**config.mk**
```make
export PLATFORM = sky130hd
export DESIGN_NAME = pixel_word_adapter
export DESIGN_NICKNAME = d
export VERILOG_FILES = /design/src/rtl/pixel_word_adapter.sv
export SDC_FILE = /design/constraint.sdc
export NUM_CORES = 1
export LEC_CHECK = 0
export ABC_AREA = 1
export CELL_PAD_IN_SITES_DETAIL_PLACEMENT = 1
export CELL_PAD_IN_SITES_GLOBAL_PLACEMENT = 1
export CORE_MARGIN = 3
export CORE_UTILIZATION = 35
export DETAILED_ROUTE_END_ITERATION = 8
export PLACE_DENSITY_LB_ADDON = 0.1
export SYNTH_ARGS = -nofsm -noshare
export SYNTH_HDL_FRONTEND = slang
export SYNTH_SLANG_ARGS = --single-unit
```
**constraint.sdc**
```tcl
create_clock -name sys_clk_clk -period 2.06 [get_ports sys_clk_clk]
set_input_delay 0.206 -clock sys_clk_clk [delete_from_list [all_inputs] [get_ports sys_clk_clk]]
set_output_delay 0.206 -clock sys_clk_clk [all_outputs]
set_load 0.005 [all_outputs]
```
**src/rtl/pixel_word_adapter.sv**
```systemverilog
// pixel_word_adapter: 16-bit pixel reads served from a one-word cache over a 32-bit memory port.
module pixel_word_adapter #(
    parameter bit HALF_SEL_HI_FIRST = 1'b0
) (
    input  logic        sys_clk_clk,
    input  logic        sys_reset_reset_n,
    input  logic [31:0] s_address,
    input  logic        s_read,
    input  logic        s_lock,
    output logic        s_waitrequest,
    output logic [15:0] s_readdata,
    output logic        s_readdatavalid,
    output logic [31:0] m_address,
    output logic        m_read,
    input  logic        m_waitrequest,
    input  logic [31:0] m_readdata,
    input  logic        m_readdatavalid,
    input  logic        flush,
    output logic [15:0] miss_count
);
    typedef enum logic [1:0] {IDLE, REQ, WAIT} state_e;
    state_e      state_q, state_d;
    logic        valid_q, valid_d;
    logic [29:0] tag_q, tag_d;
    logic [31:0] data_q, data_d;
    logic [15:0] miss_q, miss_d;
    logic [15:0] rdata_q, rdata_d;
    logic        rvalid_q, rvalid_d;
    logic        hit;
    logic        unused_ok;
    assign unused_ok = ^{s_lock, s_address[0]};
    assign hit = valid_q && (s_address[31:2] == tag_q);
    assign m_address = {tag_q, 2'b00};
    assign s_readdata = rdata_q;
    assign s_readdatavalid = rvalid_q;
    assign miss_count = miss_q;
    always_comb begin
        state_d = state_q;
        valid_d = valid_q;
        tag_d = tag_q;
        data_d = data_q;
        miss_d = miss_q;
        rdata_d = rdata_q;
        rvalid_d = 1'b0;
        s_waitrequest = 1'b1;
        m_read = 1'b0;
        case (state_q)
            IDLE: begin
                s_waitrequest = s_read && !hit;
                if (s_read && hit) begin
                    rvalid_d = 1'b1;
                    rdata_d = (s_address[1] ^ HALF_SEL_HI_FIRST) ? data_q[31:16] : data_q[15:0];
                end else if (s_read) begin
                    tag_d = s_address[31:2];
                    valid_d = 1'b0;
                    state_d = REQ;
                    miss_d = (miss_q == 16'hFFFF) ? miss_q : miss_q + 16'd1;
                end
            end
            REQ: begin
                m_read = 1'b1;
                state_d = m_waitrequest ? REQ : WAIT;
            end
            WAIT: begin
                if (m_readdatavalid) begin
                    data_d = m_readdata;
                    valid_d = 1'b1;
                    state_d = IDLE;
                end
            end
            default: state_d = IDLE;
        endcase
        // flush beats a same-cycle fill, so the held read misses and refetches
        if (flush) valid_d = 1'b0;
        if (!sys_reset_reset_n) s_waitrequest = 1'b0;
    end
    always_ff @(posedge sys_clk_clk or negedge sys_reset_reset_n) begin
        if (!sys_reset_reset_n) begin
            state_q <= IDLE;
            valid_q <= 1'b0;
            tag_q <= '0;
            data_q <= '0;
            miss_q <= '0;
            rdata_q <= '0;
            rvalid_q <= 1'b0;
        end else begin
            state_q <= state_d;
            valid_q <= valid_d;
            tag_q <= tag_d;
            data_q <= data_d;
            miss_q <= miss_d;
            rdata_q <= rdata_d;
            rvalid_q <= rvalid_d;
        end
    end
endmodule

```
==> impl_summary.md <==
Outcome
The flow ran to the end, and the final reports show no timing, DRC or antenna violations.

Global route
The number of global-route vias before repair was 4579. The initial antenna violation count was 0. Global routing consumed, over all layers together, 18.0% of the routing resources. Entering global routing, the biggest net connects 99 pins. Summed over all layers, the global routing overflow is 0. The wire length of the first global-routing pass is 23000 µm.

Flow run
The max-cap check violation count is 0.

Logic synthesis
Of the total synthesized cell area, the portion taken by full adders, half adders and majority gates is less than 1%. The compound-gate portion of the synthesized area is 5.86%. Synthesis produced a netlist whose cell count is 613.

After synthesis, the largest family of logic cells by area is simple AND/OR/NAND/NOR gates. The synthesized area per cell is 8.04 µm². For this run, the number of Yosys warnings is 0. The area fraction in and, or, nand and nor cells after synthesis is 27.4%. Of the synthesized area, sequential elements account for 49.7%. The portion of synthesized area spent on multiplexers is 3.65%.

Synthesis instantiated 31 different standard cells from the library. The synthesized netlist occupies a cell area of 4930 µm². Of the total synthesized cell area, the portion taken by XOR and XNOR cells is 3.73%. The synthesized design contains 98 register bits.

Timing
The final number of hold-violating endpoints came to 0. Setup violations remaining at the end of the flow were counted as 0. Setup repair after global routing could not meet its margin everywhere.

The maximum clock frequency is 522 MHz. The final critical delay including setup and external delays is about 1.9 ns. The setup clock skew after layout is 0.00807 ns.

The final critical path takes up roughly 93% of the cycle. The max-slew headroom at the worst pin is roughly 60%. The number of pins with negative max-slew slack in the final report came to 0. For the pin with the worst max-slew slack, the measured transition is 0.614 ns.

Clock network
The clock tree root buffer cell is sky130_fd_sc_hd__clkbuf_16. Clock tree synthesis found a total of a little under 100 sinks. The longest clock path from root to sink contains 2 buffers. The total CTS buffers is 9. The number of levels in the clock H-tree is 3.

The source-to-sink clock delay at the later pin of the worst-skew pair is ~0.35 ns. The clock transition time at the flip-flop clock pins of the worst setup and hold paths is 0.07 ns. TritonCTS built the clock tree.

Floorplan
The floorplan has 42 rows. The die outline area is 15500 µm². From left edge to right edge, the die measures 125 µm. The floorplan step defined a core boundary enclosing 13500 µm². For this configuration, the core starts out at a cell density of 36.5%. The boundary pin count is 138. The die height is between 100 and 150 µm.

Worst setup path
STA classifies the critical path startpoint as a flip-flop. On the critical path, the stage with the largest delay is an instance of sky130_fd_sc_hd__dfrtp_1. The critical path data required time is between 1.5 and 2 ns. The number of buffers and inverters on the critical path is 2.

The most used cell along the critical path is sky130_fd_sc_hd__nand2_1. The largest fanout on the critical path is 4. The largest incremental delay on the critical path is 0.40 ns.

The worst setup path is captured at an output port. The critical path goes through buf_4, nand2_1, nand4_1, nor2_1, nand2_1, nor2_4, nand2_4, nand2_1, a21boi_0, clkbuf_2. The worst setup path is of the flip-flop to output port kind. The gate family responsible for the most delay along the worst path is simple AND/OR/NAND/NOR gates. The worst endpoint data arrival time is approximately 1.7 ns.

Final layout
After routing the design area is 6960 µm². The area occupied by multi-input gates is 2040 µm². The sequential cell area is 2450 µm². The proportion of layout cells with a drive suffix above 1 is 12.9%. The layout filler cell count is ~1600.

The post-layout net count is 844. Cells fill 51.5% of the core in the end. The area growth from synthesis to final layout is 41.2%. The number of inserted diodes is 0.

Pwr
Summed over all nets, the switching power comes to 2.60 mW. The cell-internal power is 5.01 mW. The total power density per cell area is 1090 nW/µm². The overall power is 7.61 mW.

The switching portion of total power is 34.1%. Summed over all cells, the static leakage comes to 3.44 nW. Registers are responsible for 39.9% of the overall power. The worst-case IR drop observed on VDD is ~480 µV. Combinational logic burns 37.2% of the power. The power share of the clock group is 22.9%.

Drt
The vias per cell is ~4.7. The remaining antenna violation count after routing is 0. The average routed wire per standard cell is ~14 µm. The total wire length is 13800 µm. The routed layout has 4440 vias. After detailed routing, the number of remaining DRC violations is 0. The count of TritonRoute iterations in the first routing pass is 4. The number of DRC markers after the initial detailed-route iteration is 135.

Placement
The congestion estimate from routability-driven global placement came to 0.798. Summed over all nets, the half-perimeter wirelength after detailed placement is 10300 µm. The count of input and output buffers is 133. After detailed placement, the total cell area comes to 6590 µm².

Worst hold path
The path class of the tightest hold or removal check is input port to flip-flop.
==> final timing paths <==
check                                  startpoint              to  slack (ns)  cells after the start
max in group asynchronous       sys_reset_reset_n  miss_count[12]        1.11                      3
worst max-delay path                    tag_q[21]   s_waitrequest        0.14                     10
worst min register to register      s_readdata[0]   s_readdata[0]        0.48                      2
min in group asynchronous       sys_reset_reset_n        tag_q[4]        0.49                      3
worst max register to register          tag_q[21]       tag_q[25]        0.22                     12
worst min-delay path                s_address[16]       tag_q[14]        0.22                      3
==> layout by cell type, fill, tap and decap left out, types with 16 or more instances in the layout <==
cell and count:
sky130_fd_sc_hd__clkdlybuf4s50_1 130, sky130_fd_sc_hd__mux2_2 16, sky130_fd_sc_hd__buf_4 34, sky130_fd_sc_hd__inv_1 68, sky130_fd_sc_hd__o21ai_0 18, sky130_fd_sc_hd__nand2_1 226, sky130_fd_sc_hd__dfrtp_1 98, sky130_fd_sc_hd__a21oi_1 17
sky130_fd_sc_hd__nand4_1 21, sky130_fd_sc_hd__nor2_1 32, sky130_fd_sc_hd__o21ai_1 20
==> power by group through the flow <==
stage / Combinational [mW] / Sequential (mW) / Clock [mW]
final: 2.83 / 3.03 / 1.74
after global routing: 3.18 / 3.13 / 1.87
after CTS: 2.84 / 3.05 / 1.79
after detailed placement: 2.78 / 3.08 / 0
after global placement: 2.66 / 3.04 / 0
after floorplan: 1.48 / 3.01 / 0
==> worst reg2reg max path, cell delays in order, from the launching register on <==
cell                      delay, ns
sky130_fd_sc_hd__dfrtp_1       0.40
sky130_fd_sc_hd__buf_4         0.14
sky130_fd_sc_hd__nand2_1       0.06
sky130_fd_sc_hd__nand4_1       0.08
sky130_fd_sc_hd__nor2_1        0.11
sky130_fd_sc_hd__nand2_1       0.10
sky130_fd_sc_hd__nor2_4        0.14
sky130_fd_sc_hd__nand2_4       0.08
sky130_fd_sc_hd__buf_6         0.19
sky130_fd_sc_hd__nand2_4       0.10
sky130_fd_sc_hd__buf_12        0.18
sky130_fd_sc_hd__nand2_1       0.09
sky130_fd_sc_hd__o21ai_1       0.08
==> sequential cells by signal (all words and copies together) (netlist names) <==
signal           flops
tag_q               30
valid_q              1
data_q              32
s_readdatavalid      1
miss_count          16
state_q              2
s_readdata          16
==> synthesized netlist by cell type, drive strengths merged <==
cell type  instances  area (µm²)
a21boi             1        7.51
a21oi             17        85.1
buf               15         114
clkbuf             8        30.0
clkinv             1        3.75
conb               1        3.75
dfrtp             98        2450
ha                 1        12.5
inv               82         308
mux2              16         180
nand2            231         885
nand3             18         133
nand3b             1        7.51
nand4             21         131
nor2              39         176
nor3               3        20.0
o21ai             38         190
o22ai              1        6.26
xnor2             13         114
xor2               8        70.1
==> kinds of logic after synthesis <==
kind of cell / after synthesis
buffers and inverters: 106
DFF: 98
xor gates and xnor gates: 21
AOI/OAI and AO/OA: 57
adders and majority gates: 1
and+or+nand+nor: 313
muxes: 16
other: 1
==> per-layer routing <==
layer	part of all wire, %	global-route usage (%)
met5	0	0
met2	49	30.6
met1	45	23.0
met4	0.88	3.68
met3	4.9	4.89
==> stage by stage <==
step	TNS, ns	std cells	hold slack (ns)	setup WS [ns]
detailed placement	-7.68	930	0.386	-0.216
finish	0	953	0.216	0.143
global route	-0.0276	953	0.212	-0.0276
CTS	0	949	0.00839	0.00503
global placement	-5.14	930	0.391	-0.172
floorplan	0	614	-0.0896	0.390
==> repair_timing <==
item                                    CTS  global route
gates cloned                              0             0
pin swaps                                 3             4
resized for setup                         3             7
hold endpoints to repair                  0            15
hold buffers                              0             1
buffers inserted                          3             3
endpoints found under the setup margin    1            44
==> final cells by class <==
class | count | share of cell area (%)
multi-input cells | 410 | 29.3
flip-flops and latches | 98 | 35.2
repair buffers | 170 | 23.5
well taps | 176 | 3.16
clock inverters | 6 | 1.04
inverters | 83 | 4.48
clock buffers | 10 | 3.29
Power figures use the tool's default switching activity.
==> RTL edit (same flow settings) <==
The 3 states of `state_e` get a one-hot encoding in 3 bits.
--- a/src/rtl/pixel_word_adapter.sv
+++ b/src/rtl/pixel_word_adapter.sv
@@ -20,3 +20,3 @@
 );
-    typedef enum logic [1:0] {IDLE, REQ, WAIT} state_e;
+    typedef enum logic [2:0] {IDLE = 3'b001, REQ = 3'b010, WAIT = 3'b100} state_e;
     state_e      state_q, state_d;
Check against the original RTL: same outputs for any inputs over 10 cycles, from zero or initial values and one cycle with sys_reset_reset_n low; not proved beyond that.
==> RTL edit against the original RTL <==
  * Combinational power grew 40%
  * Wire length is 22% higher
  * Sequential cell count is 1 higher
  * Final area up 13%
  * Synthesized area up 7.7%
  * Count of clock-buffer cells in the layout fell by 1
  * Worst setup slack got worse by 0.11 ns
  * Global-route usage rose by 2.4 points
  * Power up 15%
  * Clock skew increased by 0.0047 ns
==> RTL edit: results (changes against the original RTL) <==
status = finished clean
CTS clk-pin slew, worst paths = 0.08 ns
vias in the first global route = 5681 (+24%)
gpl congestion = 0.849 (+6.4%)
Seq/Total Area, Yosys = 0.467 (-0.0306)
Routed WL = 16900 um (+22%)
non-filler cells, final = 1112 (+17%)
hpwl dp = 12500 um (+22%)
clk_lat worst skew = 0.36 ns
Reg2Reg Depth = 13 (+1)
vias = 5309 (+20%)
Net Switching = 3.12 mW (+20%)
Initial DRC Count = 208 (+54%)
synth cell count leaders = nand2_1, dfrtp_1, inv_1, nor2_1, o21ai_0
Crit path largest cell delay = 0.39 ns
pre-CTS WS = -0.324 ns (-0.108 ns)
reg2reg end = tag_q[28]$_DFFE_PN0P_
worst hold margin = 0.430 ns (+0.214 ns)
static leakage = 4.03 nW (+17%)
largest net degree at the start of global routing = 57 (-42%)
post-synthesis mux area share = 0.0339 (-0.00261)
NumNets Final = 996 (+18%)
Slew @ Worst Pin = 0.742 ns (+0.128 ns)
Synth area leaders = dfrtp_1, nand2_1, inv_1
gr usage total = 0.204 (+0.0242)
share of cells above drive strength 1 = 0.169 (+0.0405)
Adder-Cell Fraction of Synth Area = 0.00236 (-0.000181)
Max IR drop VDD = 0.000440 V (-8.6%)
ant diodes = 0 (unchanged)
Syn Area/Cell = 7.48 um^2 (-7.0%)
Warnings, synthesis = 0 (unchanged)
# DRC = 0 (unchanged)
antenna violations before repair = 0 (unchanged)
CP Launch Type = flop
first-pass GRT wire length = 27300 um (+19%)
number of CTS-inserted buffers = 9 (unchanged)
Hold Path Depth = 3 (unchanged)
xor and xnor area share after synthesis = 0.0264 (-0.0109)
H-Tree Depth = 3 (unchanged)
Distinct cells, synth = 34 (+9.7%)
Hold Crit Endpoint = data_q[2]$_DFFE_PN0P_
CP max stage cell = dfrtp_1
Final Max Slew Viols = 0 (unchanged)
reg-to-reg slack, setup = 0.09 ns (-0.13 ns)
hold_sp = m_readdata[2]
reg2reg start = tag_q[6]$_DFFE_PN0P_
Synth async-reset ratio = 1.00 (unchanged)
top flop regs = data_q x32, tag_q x30
Synth Area in Compound Gates = 0.0613 (+0.00265)
Cell Area, Placed = 7400 um^2 (+12%)
fill count = 1790 (+9.5%)
Max FO, Critical Path = 4 (unchanged)
CP arrival = 1.82 ns (+0.11 ns)
drt pass-1 iters = 4 (unchanged)
root buf cell = clkbuf_16
clock skew = 0.0127 ns (+0.00466 ns)
RTL edit: what timing repair did:
action | CTS | global route
pin swaps | 7 | 7
hold endpoints to repair | 42 | 0
setup buffers | 6 | 5
hold buffers | 1 | 0
cloned | 0 | 1
setup endpoints to repair | 1 | 45
gates resized for setup | 15 | 12
RTL edit: worst min-delay path: cells and delay by family:
| kind | cells | cell delay, ns |
|---|---|---|
| buf+inv | 1 | 0.40 |
| simple gates | 1 | 0.10 |
| compound gates | 1 | 0.04 |
RTL edit: how the worst max path moves through the flow:
stage,to,slack (ns)
after global routing,s_waitrequest,-0.06
after CTS,s_waitrequest,0.01
after floorplan,miss_count[12]$_DFFE_PN0P_,0.33
after global placement,s_waitrequest,-0.30
after detailed placement,s_waitrequest,-0.32
final,s_waitrequest,0.03
RTL edit: area by class of cell:
type | instances | area [um^2] | area share
repair buffers | 224 | 2110 | 0.267
clock buffers | 9 | 225 | 0.0285
well taps | 184 | 230 | 0.0292
flip-flops and latches | 99 | 2480 | 0.314
inverters | 97 | 364 | 0.0461
clock inverters | 6 | 72.6 | 0.00919
multi-input cells | 493 | 2420 | 0.306
RTL edit: power by group through the flow:
stage                     Combinational (mW)  Clock, mW  Sequential [mW]
after CTS                               3.83       1.80             3.05
after detailed placement                3.71          0             3.08
final                                   3.95       1.75             3.05
after global placement                  3.55          0             3.03
after global routing                    4.42       1.89             3.13
after floorplan                         1.69          0             3.05
RTL edit: metal layers:
layer	global-route usage	share of wire	vias up
met4	0.0673	0.019	0
met3	0.0375	0.043	22
met1	0.249	0.43	2554
met5	0	0	-
met2	0.364	0.51	107
li1	-	-	2626
